$ cat src/rtl/wb_port_arbiter.sv
// wb_port_arbiter: register-file write port shared by pipeline WB and a long-latency FIFO.
// Optional trace output: define WB_ARB_TRACE_EN to print each write and each stall request.
`timescale 1ns/1ps
module wb_port_arbiter #(
    parameter int WIDTH        = 32,
    parameter int DEPTH        = 4,
    parameter int STARVE_LIMIT = 8
) (
    input  logic                     clk,
    input  logic                     rst_n,
    input  logic                     pipe_we_i,
    input  logic [4:0]               pipe_rd_i,
    input  logic [WIDTH-1:0]         pipe_data_i,
    input  logic                     lu_valid_i,
    input  logic [4:0]               lu_rd_i,
    input  logic [WIDTH-1:0]         lu_data_i,
    output logic                     lu_ready_o,
    output logic                     rf_we_o,
    output logic [4:0]               rf_waddr_o,
    output logic [WIDTH-1:0]         rf_wdata_o,
    output logic [$clog2(DEPTH):0]   fifo_count_o,
    output logic                     stall_req_o
);

    localparam int AW = $clog2(DEPTH);
    localparam int CW = AW + 1;
    localparam int GW = $clog2(STARVE_LIMIT + 1);

    logic [4:0]       r_mem_rd   [DEPTH];
    logic [WIDTH-1:0] r_mem_data [DEPTH];
    logic [AW-1:0]    r_wptr;
    logic [AW-1:0]    r_rptr;
    logic [CW-1:0]    r_count;
    logic [GW-1:0]    r_age;

    logic w_busy;
    logic w_empty;
    logic w_deq;
    logic w_enq;

    // A pipe write to x0 is a free slot the FIFO may use.
    assign w_busy       = pipe_we_i && (pipe_rd_i != 5'd0);
    assign w_empty      = (r_count == '0);
    assign w_deq        = !w_busy && !w_empty;
    assign lu_ready_o   = (r_count < CW'(DEPTH));
    assign w_enq        = lu_valid_i && lu_ready_o && (lu_rd_i != 5'd0);
    assign fifo_count_o = r_count;
    assign stall_req_o  = (r_age >= GW'(STARVE_LIMIT));

    // FIFO pointers and occupancy; pointers wrap naturally at DEPTH.
    always_ff @(posedge clk or negedge rst_n) begin
        if (!rst_n) begin
            r_wptr  <= '0;
            r_rptr  <= '0;
            r_count <= '0;
        end else begin
            if (w_enq) r_wptr <= r_wptr + AW'(1);
            if (w_deq) r_rptr <= r_rptr + AW'(1);
            r_count <= r_count + CW'(w_enq) - CW'(w_deq);
        end
    end

    // FIFO storage; contents are don't-care until written.
    always_ff @(posedge clk) begin
        if (w_enq) begin
            r_mem_rd[r_wptr]   <= lu_rd_i;
            r_mem_data[r_wptr] <= lu_data_i;
        end
    end

    // Head age: counts waiting cycles, saturating at the starvation limit.
    always_ff @(posedge clk or negedge rst_n) begin
        if (!rst_n) begin
            r_age <= '0;
        end else if (w_empty || w_deq) begin
            r_age <= '0;
        end else if (!stall_req_o) begin
            r_age <= r_age + GW'(1);
        end
    end

    // Registered write port: pipe first, else FIFO head, else idle.
    always_ff @(posedge clk or negedge rst_n) begin
        if (!rst_n) begin
            rf_we_o    <= 1'b0;
            rf_waddr_o <= '0;
            rf_wdata_o <= '0;
        end else if (w_busy) begin
            rf_we_o    <= 1'b1;
            rf_waddr_o <= pipe_rd_i;
            rf_wdata_o <= pipe_data_i;
        end else if (w_deq) begin
            rf_we_o    <= 1'b1;
            rf_waddr_o <= r_mem_rd[r_rptr];
            rf_wdata_o <= r_mem_data[r_rptr];
        end else begin
            rf_we_o    <= 1'b0;
        end
    end

`ifdef WB_ARB_TRACE_EN
    logic r_trc_lu;
    logic r_trc_stall;

    // Remember write source and previous stall level for the trace.
    always_ff @(posedge clk or negedge rst_n) begin
        if (!rst_n) begin
            r_trc_lu    <= 1'b0;
            r_trc_stall <= 1'b0;
        end else begin
            r_trc_lu    <= w_deq;
            r_trc_stall <= stall_req_o;
        end
    end

    // Print each committed write and each stall request rising edge.
    always @(posedge clk) begin
        if (rst_n) begin
            if (rf_we_o)
                $display("wb_arb: %s rd=%0d data=%h count=%0d",
                         r_trc_lu ? "LU" : "PIPE",
                         rf_waddr_o, rf_wdata_o, r_count);
            if (stall_req_o && !r_trc_stall)
                $display("wb_arb: stall request, count=%0d", r_count);
        end
    end
`else
    // Trace disabled: no simulation output.
`endif

endmodule

$ cat config.mk
export PLATFORM = sky130hd
export DESIGN_NAME = wb_port_arbiter
export DESIGN_NICKNAME = d
export VERILOG_FILES = /design/src/rtl/wb_port_arbiter.sv
export SDC_FILE = /design/constraint.sdc
export NUM_CORES = 1
export LEC_CHECK = 0
export ABC_AREA = 1
export CORE_ASPECT_RATIO = 1.25
export CORE_MARGIN = 2
export CORE_UTILIZATION = 52
export CTS_CLUSTER_DIAMETER = 30
export DETAILED_ROUTE_END_ITERATION = 8
export PLACE_DENSITY = 0.83
export REMOVE_ABC_BUFFERS = 1
export SKIP_CTS_REPAIR_TIMING = 1
export SYNTH_ARGS = -nofsm -noshare
export SYNTH_HDL_FRONTEND = slang
export SYNTH_SLANG_ARGS = --single-unit
$ cat constraint.sdc
create_clock -name clk -period 6.7 [get_ports clk]
set_input_delay 2.01 -clock clk [delete_from_list [all_inputs] [get_ports clk]]
set_output_delay 2.01 -clock clk [all_outputs]
set_load 0.02 [all_outputs]
==> flow_metrics.env <==
export IMPL_vias=6075
export IMPL_p_leak_uw=0.00466
export IMPL_numCtsBuffers=17
export IMPL_layout_setup_ws_ns=2.66
export IMPL_hold_path_class="flip-flop to flip-flop"
export IMPL_hpwl_um=10800
export IMPL_synthTopCellsByArea="edfxtp_1 (51%), dfrtp_1 (14%), nand3_1 (11%), nand2_1 (10%), inv_1 (6.8%)"
export IMPL_vdd_drop_max_mv=0.243
export IMPL_drc=0
export IMPL_cts_tree="built"
export IMPL_power_total_uw=4130
export IMPL_die_h_um=148
export IMPL_setup_viol=0
export IMPL_globalplace_congestion=0.758
export IMPL_crit_slowest_cell="buf_4"
export IMPL_cts_buffer_depth=2
export IMPL_gr_total_overflow=0
export IMPL_firstDrtPassIters=5
export IMPL_critPathMaxStageDelay_ns=0.66
export IMPL_critPathLaunchType="input pin"
export IMPL_synth_top_area_share_pct=51.3
export IMPL_cp_cell_sequence="clkdlybuf4s50_1, nor2_1, nand3_2, nand2_2, buf_4, inv_2, nand2_1, a21oi_1"
export IMPL_final_cell_mix="nand2_1 (237), nand3_1 (186), inv_1 (158)"
export IMPL_grt_max_degree=78
export IMPL_yosysSeqAreaShare_pct=65.4
export IMPL_crit_type="input pin to flip-flop"
export IMPL_fin_cells=1194
export IMPL_slew_headroom_pct=35.9
export IMPL_power_density_mw_per_mm2=393
export IMPL_synth_cells=859
export IMPL_pre_cts_slack_ns=2.21
export IMPL_required_ns=7.01
export IMPL_path_max_fanout=76
export IMPL_slew_viol_final=0
export IMPL_cp_end_kind="flip-flop"
export IMPL_maxCapViolCount=0
export IMPL_clock_latency_ns=0.43
export IMPL_ctsRootBufferMaster="clkbuf_16"
export IMPL_syn2layout_area_growth_pct=21.3
export IMPL_mappedNetlistArea_sq_mm=0.00867
export IMPL_finalCritPeriodShare_pct=60.3
export IMPL_yosys_area_top_type="edfxtp_1"
export IMPL_nets=1051
export IMPL_grt_pass1_wl_um=29200
export IMPL_reg2reg_slack_ns=3.52
export IMPL_status="finished, final reports clean"
export IMPL_clock_skew_final_ns=0.00958
export IMPL_clk_pin_slew_ns=0.07
export IMPL_worst_pin_slew_ns=0.962
export IMPL_timing_fmax_mhz=248
export IMPL_avgSynthCellArea_sq_um=10.1
export IMPL_finalHoldViolations=0
export IMPL_num_rows=52
export IMPL_initial_core_util_pct=53.3
export IMPL_grt_pass1_vias=5952
export IMPL_ys_types=24
export IMPL_cts_max_level=4
export IMPL_drive_gt1_share_pct=5.83
export IMPL_fin_setup_tns_ns=0
export IMPL_fillers=1208
export IMPL_drt_iter0_drc=466
export IMPL_yosys_warnings=0
export IMPL_synth_seq_cells=197
export IMPL_track_usage_pct=21.4
export IMPL_io_pins=121
export IMPL_final_antenna_net_count=0
export IMPL_wire_per_inst_um=15.4
export IMPL_antenna_found_initial=1
export IMPL_dieArea_sq_mm=0.0177
export IMPL_dp_cells=1161
export IMPL_critPathArrivalTime_ns=4.35
export IMPL_totalWireLength_um=18400
export IMPL_min_period_ns=4.04
export IMPL_vias_per_cell=5.09
export IMPL_final_common_cell="nand2_1"
export IMPL_core_area_sq_mm=0.0163
export IMPL_cts_sinks=197
export IMPL_grt_setup_unrepaired="no"
export IMPL_portBuffers=120
export IMPL_fp_dieW_um=119
[stage by stage]
stage,hold WS (ns),area (sq um),util [%]
2_1_floorplan,0.503,8380,-
3_3_place_gp,0.494,9950,61.1
3_5_place_dp,0.498,9950,61.1
4_1_cts,0.514,10500,64.7
5_1_grt,0.542,10500,64.7
6_report,0.511,10500,64.7
[layout make-up]
type	count	area [sq um]	area share, %
Antenna cell	1	2.50	0.0238
Clock buffer	20	447	4.25
Clock inverter	12	126	1.20
Inverter	162	608	5.78
Multi-Input combinational cell	457	2130	20.3
Sequential cell	197	5670	53.9
Tap cell	216	270	2.57
Timing Repair Buffer	129	1260	12.0
[report_power, final]
part	leakage [uW]	switching, uW	internal [uW]
Combinational	0.00244	884	526
Clock	0.000289	431	560
Sequential	0.00193	154	1580
Total	0.00466	1470	2660
[synth_stat cells (all sizes together)]
master and number:
nand2 239, nand3 188, inv 162, edfxtp 148
dfrtp 49, buf 40, ha 8, nor2 8
a21oi 4, clkbuf 3, o21ai 2, xnor2 2
xor2 2, fa 1, nand3b 1, nor3 1
or2 1
[routing by layer]
metal	share of wire [%]	wire [um]	GRT usage (%)	vias to the layer above
met5	0	0	0	-
met4	2.3	421	9.35	0
met3	5.0	914	4.29	28
met2	54	9860	37.6	181
met1	39	7210	25.6	2909
li1	-	-	-	2957
[sequential cells by signal, summed over array words and instances (netlist names)]
| name | cells |
|---|---|
| r_rptr | 2 |
| r_mem_data | 128 |
| fifo_count_o | 3 |
| rf_we_o | 1 |
| rf_waddr_o | 5 |
| r_age | 4 |
| r_wptr | 2 |
| r_mem_rd | 20 |
| rf_wdata_o | 32 |
[worst paths after layout]
path	startpoint	endpoint	cells after the start
worst max-delay path	pipe_rd_i[0]	r_age[2]	8
worst min-delay path	rf_wdata_o[31]	rf_wdata_o[31]	2
worst max register to register	fifo_count_o[1]	fifo_count_o[2]	12
worst min register to register	rf_wdata_o[31]	rf_wdata_o[31]	2
max in group asynchronous	rst_n	r_rptr[1]	2
min in group asynchronous	rst_n	fifo_count_o[1]	2
[kinds of logic (layout without fill, tap and decap cells)]
family | count (synthesis) | after routing | share of synthesized area [%]
AO/OA/AOI/OAI | 6 | 6 | 0.346
other | 0 | 1 | 0
flip-flops | 197 | 197 | 65.4
AND/OR/NAND/NOR | 438 | 438 | 22.1
adder cells (fa/ha/maj) | 9 | 9 | 1.39
buffers and inverters | 205 | 323 | 10.4
XOR/XNOR | 4 | 4 | 0.404
[critical path, delay by kind of cell]
kind                   cells  cell delay [ns]
buffers and inverters      3             1.66
AND/OR/NAND/NOR            4             0.60
AO/OA/AOI/OAI              1             0.07
No activity file was read; power rests on OpenSTA's default activity.
